## src/rtl/mem_ctrl_pkg.sv

```systemverilog
// mem_ctrl_pkg: shared state/source encodings, default geometry and a saturating counter helper
package mem_ctrl_pkg;
  localparam int DEF_LINE_WORDS = 4;
  localparam int DEF_DATA_W = 32;
  typedef enum logic [2:0] {
    IDLE     = 3'd0,
    WRITE    = 3'd1,
    RD_ISSUE = 3'd2,
    RD_DRAIN = 3'd3,
    DONE     = 3'd4
  } state_e;
  typedef enum logic [1:0] {
    SRC_I  = 2'd0,
    SRC_D  = 2'd1,
    SRC_DL = 2'd2
  } src_e;
  function automatic logic [15:0] sat_inc16(input logic [15:0] c, input logic hit);
    return (hit && c != 16'hFFFF) ? c + 16'd1 : c;
  endfunction
endpackage

```

## src/rtl/mem_rd_lat_pipe.sv

```systemverilog
// mem_rd_lat_pipe: RD_LAT-deep valid + beat-index shift register tracking reads in flight
module mem_rd_lat_pipe #(
  parameter int RD_LAT = 2,
  parameter int BW = 2
) (
  input  logic          clk,
  input  logic          rst,
  input  logic          push,
  input  logic [BW-1:0] push_idx,
  output logic          out_vld,
  output logic [BW-1:0] out_idx,
  output logic          drained
);
  localparam logic [RD_LAT-1:0] LAST = RD_LAT'(1) << (RD_LAT - 1);
  logic [RD_LAT-1:0] vld_q, vld_d;
  logic [RD_LAT*BW-1:0] idx_q, idx_d;
  // shift one stage per cycle; the oldest entry is the one returning now
  always_comb begin
    vld_d = (vld_q << 1) | RD_LAT'(push);
    idx_d = (idx_q << BW) | (RD_LAT*BW)'(push_idx);
    out_vld = vld_q[RD_LAT-1];
    out_idx = idx_q[RD_LAT*BW-1 -: BW];
    drained = ~|(vld_q & ~LAST);
  end
  // pipe registers, cleared by reset so in-flight returns are dropped
  always_ff @(posedge clk) begin
    if (!rst) begin
      vld_q <= '0;
      idx_q <= '0;
    end else begin
      vld_q <= vld_d;
      idx_q <= idx_d;
    end
  end
endmodule

```

## src/rtl/mem_access_ctrl.sv

```systemverilog
// mem_access_ctrl: sequences one granted line access into word beats on the SRAM; MEM_ACCESS_CTRL_PERF_CNT_EN adds per-source done counters
module mem_access_ctrl
  import mem_ctrl_pkg::*;
#(
  parameter int ADDR_W = 32,
  parameter int DATA_W = DEF_DATA_W,
  parameter int LINE_WORDS = DEF_LINE_WORDS,
  parameter int RD_LAT = 2,
  localparam int BW = $clog2(LINE_WORDS)
) (
  input  logic              clk,
  input  logic              rst,
  input  logic              v_i_m_areg_m,
  input  logic              v_d_m_areg_m,
  input  logic              v_m_download_m,
  input  logic              req_rw,
  input  logic [ADDR_W-1:0] req_addr,
  input  logic [DATA_W-1:0] wdata_in,
  output logic              wdata_rd,
  output logic [DATA_W-1:0] rdata_out,
  output logic              rdata_valid,
  output logic [BW-1:0]     rdata_beat,
  output logic              mem_access_done,
  output logic              mem_en,
  output logic              mem_we,
  output logic [ADDR_W-1:0] mem_addr,
  output logic [DATA_W-1:0] mem_wdata,
  input  logic [DATA_W-1:0] mem_rdata,
  output logic              busy
`ifdef MEM_ACCESS_CTRL_PERF_CNT_EN
  ,
  output logic [15:0]       perf_i_cnt,
  output logic [15:0]       perf_d_cnt,
  output logic [15:0]       perf_dl_cnt
`endif
);
  localparam logic [ADDR_W-1:0] OFF_MASK = ADDR_W'(LINE_WORDS * DATA_W / 8 - 1);
  localparam logic [ADDR_W-1:0] WSTEP = ADDR_W'(DATA_W / 8);
  localparam logic [BW-1:0] LAST = BW'(LINE_WORDS - 1);
  state_e state_q, state_d;
  logic [ADDR_W-1:0] base_q, base_d;
  logic [BW-1:0] beat_q, beat_d;
  logic issue, rd_push, pipe_vld, drained;
  logic [BW-1:0] pipe_idx;
  mem_rd_lat_pipe #(.RD_LAT(RD_LAT), .BW(BW)) u_pipe (
    .clk(clk), .rst(rst), .push(rd_push), .push_idx(beat_q),
    .out_vld(pipe_vld), .out_idx(pipe_idx), .drained(drained)
  );
  // grant capture in IDLE (i > d > download), then beat sequencing
  always_comb begin
    state_d = state_q;
    base_d = base_q;
    beat_d = beat_q;
    case (state_q)
      IDLE: begin
        beat_d = '0;
        base_d = req_addr & ~OFF_MASK;
        state_d = v_i_m_areg_m ? RD_ISSUE :
                  v_d_m_areg_m ? (req_rw ? WRITE : RD_ISSUE) :
                  v_m_download_m ? WRITE : IDLE;
      end
      WRITE, RD_ISSUE: begin
        beat_d = beat_q + BW'(1);
        if (beat_q == LAST) state_d = (state_q == WRITE) ? DONE : RD_DRAIN;
      end
      RD_DRAIN: if (drained) state_d = DONE;
      DONE: state_d = IDLE;
      default: state_d = IDLE;
    endcase
  end
  // SRAM drive and read return; everything is gated to 0 outside its own state
  always_comb begin
    issue = state_q == WRITE || state_q == RD_ISSUE;
    rd_push = state_q == RD_ISSUE;
    mem_en = issue;
    mem_we = state_q == WRITE;
    wdata_rd = mem_we;
    mem_wdata = mem_we ? wdata_in : '0;
    mem_addr = issue ? base_q + ADDR_W'(beat_q) * WSTEP : '0;
    rdata_valid = pipe_vld;
    rdata_out = pipe_vld ? mem_rdata : '0;
    rdata_beat = pipe_vld ? pipe_idx : '0;
    mem_access_done = state_q == DONE;
    busy = state_q != IDLE;
  end
  // sequencer state registers
  always_ff @(posedge clk) begin
    if (!rst) begin
      state_q <= IDLE;
      base_q <= '0;
      beat_q <= '0;
    end else begin
      state_q <= state_d;
      base_q <= base_d;
      beat_q <= beat_d;
    end
  end
`ifdef MEM_ACCESS_CTRL_PERF_CNT_EN
  src_e src_q, src_d;
  logic [15:0] perf_i_q, perf_i_d, perf_d_q, perf_d_d, perf_dl_q, perf_dl_d;
  // source of the current access and saturating per-source completion counts
  always_comb begin
    src_d = (state_q != IDLE) ? src_q : v_i_m_areg_m ? SRC_I : v_d_m_areg_m ? SRC_D : SRC_DL;
    perf_i_d = sat_inc16(perf_i_q, mem_access_done && src_q == SRC_I);
    perf_d_d = sat_inc16(perf_d_q, mem_access_done && src_q == SRC_D);
    perf_dl_d = sat_inc16(perf_dl_q, mem_access_done && src_q == SRC_DL);
    perf_i_cnt = perf_i_q;
    perf_d_cnt = perf_d_q;
    perf_dl_cnt = perf_dl_q;
  end
  // counter registers
  always_ff @(posedge clk) begin
    if (!rst) begin
      src_q <= SRC_I;
      perf_i_q <= '0;
      perf_d_q <= '0;
      perf_dl_q <= '0;
    end else begin
      src_q <= src_d;
      perf_i_q <= perf_i_d;
      perf_d_q <= perf_d_d;
      perf_dl_q <= perf_dl_d;
    end
  end
`endif
endmodule

```

## config.mk

```make
export PLATFORM = sky130hd
export DESIGN_NAME = mem_access_ctrl
export DESIGN_NICKNAME = d
export VERILOG_FILES = /design/src/rtl/mem_ctrl_pkg.sv /design/src/rtl/mem_rd_lat_pipe.sv /design/src/rtl/mem_access_ctrl.sv
export SDC_FILE = /design/constraint.sdc
export NUM_CORES = 1
export LEC_CHECK = 0
export CAP_MARGIN = 20
export CORE_UTILIZATION = 30
export CTS_CLUSTER_DIAMETER = 40
export DETAILED_ROUTE_END_ITERATION = 7
export PLACE_DENSITY = 0.79
export SYNTH_ARGS = -nofsm -noshare
export SYNTH_HDL_FRONTEND = slang
export SYNTH_SLANG_ARGS = --single-unit
```

## constraint.sdc

```tcl
create_clock -name clk -period 2 [get_ports clk]
set_clock_uncertainty 0.2 [all_clocks]
set_input_delay 0.5 -clock clk [delete_from_list [all_inputs] [get_ports clk]]
set_output_delay 0.5 -clock clk [all_outputs]
set_load 0.03 [all_outputs]
```

==> flow_summary_export.csv <==
group,metric,value,unit
global_routing,grt_pass1_wl,11.7,mm
worst_hold_path,hp-class,"flop to flop",
critical_path,cp-end-kind,"output pin",
yosys,synthTopCellsByArea,"dfxtp_1 37%, and2_1 21%, nand2_1 10%",
route,drtPass1Iterations,4,
power_and_ir_drop,power_frac_seq,23.2,%
placement,gp_congestion,0.783,
critical_path,worstPathMaxFanout,23,
floorplan,die_h,86.4,um
route,ant_nets,0,
yosys,ys_async_sr_fraction,0,%
sta,fin_crit,2.11,ns
global_routing,gr-usage-all-layers,19.8,%
cts,cts_root_buffer,"clkbuf_8",
finish,layout.cells.non_filler,578,
sta,setup_viol,65,
route,via_count,2622,
route,wl_per_cell,14.0,um
route,routed_wl,8.08,mm
critical_path,r2r_setup_slack,0.35,ns
yosys,avgSynthCellArea,7.57,um2
floorplan,die_area,7460,um2
critical_path,crit_arrival,1.41,ns
yosys,netlist_top_cells_count,"71 x and2_1, 57 x nand2_1, 39 x dfxtp_1",
yosys,synth_edf_count,0,
yosys,yosysSeqAreaShare,36.6,%
placement,placed_cells,566,
placement,port_buffers,199,
route,drt-initial-drc-count,101,
route,drc,0,
sta,slew_violations,0,
power_and_ir_drop,pwr-share-comb,65.7,%
placement,dp_slack,0.0431,ns
yosys,synth_cell_type_count,31,
global_routing,grt_antenna_before_repair,0,
run_status,status,"complete, but fails checks",
sta,hold_ws,0.245,ns
finish,fin_util,65.5,%
yosys,synth_seq_cells,39,
yosys,synth_top_area_cell,"dfxtp_1",
yosys,synthCells,282,
power_and_ir_drop,peakVddDrop,1.04,mV
finish,drive_gt1_share,33.8,%
sta,hold_violations,0,
power_and_ir_drop,p_leak,2.12,nW
placement,hpwl,5.99,mm
power_and_ir_drop,power.switching,2.20,mW
power_and_ir_drop,p_sw_share,44.3,%
power_and_ir_drop,power_per_cell_area,1110,nW/um2
cts,clk_pin_slew,0.08,ns
floorplan,die_w,86.4,um
sta,max_freq,473,MHz
floorplan,std_cell_rows,30,
finish,stdcell_area,4470,um2
finish,nFillCells,592,
run_status,violations,"setup timing",
cts,h-tree-depth,2,
finish,syn2layout_area_growth,109,%
finish,diodes,0,
cts,cts_made_buffers,5,
cts,cts_tree,"yes",
yosys,synth_top_area_share,36.6,%
yosys,yosysMostFrequentCell,"and2_1",
yosys,ys_warn_count,0,
finish,final_net_count,584,
cts,cts.path.max_buffers,2,
sta,fin_tns_setup,-5.58,ns
yosys,synth_area,2140,um2
cts,cts_sinks,39,
sta,fin_crit_sh,106,%
yosys,ys.flop_type,"dfxtp_1",
route,via_per_inst,4.54,
sta,fin_ws,-0.112,ns
global_routing,grt_pass1_vias,2417,
power_and_ir_drop,finalPower,4.97,mW
floorplan,io_pins,206,
power_and_ir_drop,p_int,2.77,mW
floorplan,start_util,31.3,%
sta,grt_setup_unrepaired,"yes",
floorplan,design.core.area,6830,um2
power_and_ir_drop,clkPwrFrac,11.1,%
flow_run,drv_cap,0,
critical_path,crit_type,"flop to output pin",
cts,insertion_delay,0.28,ns
critical_path,start_kind,"flop",
global_routing,grt_overflow_total,0,
critical_path,required,1.30,ns
global_routing,grt_max_degree,35,
cts,hold_buffers,0,
placement,place_area,4120,um2
[flip-flops by register name (all words and copies together) (netlist names)]
| register | count |
|---|---|
| base_q | 28 |
| u_pipe.idx_q | 4 |
| state_q | 3 |
| beat_q | 2 |
| u_pipe.vld_q | 2 |
[cells by family after synthesis]
kind of cell	after synthesis	synth area share, %
muxes	1	0.469
other	1	0.176
DFF	39	36.6
AOI/OAI and AO/OA	36	9.02
and+or+nand+nor	171	43.8
buffers and inverters	32	8.67
xor gates and xnor gates	1	0.762
adders and majority gates	1	0.586
[per-layer routing]
metal	up-vias	wire length, um	GRT usage (%)
li1	1296	-	-
met1	1208	3130	21.7
met2	104	4200	37.4
met3	14	593	5.33
met4	0	153	5.30
met5	-	0	0
[layout make-up]
class,count,area [um2],share of cell area (%)
repair buffers,218,2180,48.8
multi-input cells,212,1260,28.3
flip-flops and latches,39,793,17.7
well taps,96,120,2.69
clock buffers,7,86.3,1.93
inverters,5,18.8,0.420
clock inverters,1,8.76,0.196
[worst max-delay path, stage by stage, from the launching register on]
cell and delay (ns):
dfxtp_4 0.40, xor2_4 0.20, buf_12 0.17, and3_1 0.21, buf_12 0.13
[path summary, 6_finish.rpt]
| check | from | to | cells past startpoint |
|---|---|---|---|
| worst max-delay path | state_q[1] | mem_addr[2] | 4 |
| worst min register to register | u_pipe.idx_q[1] | u_pipe.idx_q[3] | 1 |
| worst min-delay path | u_pipe.idx_q[1] | u_pipe.idx_q[3] | 1 |
| worst max register to register | state_q[0] | state_q[0] | 5 |
[what timing repair did]
item | 4_1_cts | 5_1_grt
setup endpoints to repair | 81 | 66
buffers inserted | 4 | 2
gates cloned | 1 | 0
resized for setup | 40 | 34
pin swaps | 3 | 2
[cells in the final DEF, fill, tap and decap left out, drive strengths merged]
master	synthesis	routed
nor4	1	1
a21boi	1	1
conb	1	2
and4b	1	1
and3	30	30
and4	1	1
clkinv	0	1
o21ai	1	1
buf	13	121
a211oi	1	1
or4	1	1
a31oi	1	1
nor3b	1	1
mux2i	1	1
xor2	1	1
clkbuf	14	7
nor3	2	2
inv	5	5
ha	1	1
dfxtp	39	39
a21oi	30	30
or3b	1	1
and2	71	71
nand3	1	1
clkdlybuf4s50	0	97
a32oi	1	1
nor2	4	4
nand2	57	57
a21o	1	1
[power groups by stage]
stage	Combinational, mW	Clock [mW]	Sequential, mW
floorplan	1.87	0	1.10
global placement	2.92	0	1.14
detailed placement	2.95	0	1.15
CTS	3.18	0.569	1.15
global route	3.48	0.599	1.19
finish	3.26	0.551	1.15
No activity file was read; power rests on OpenSTA's default activity.
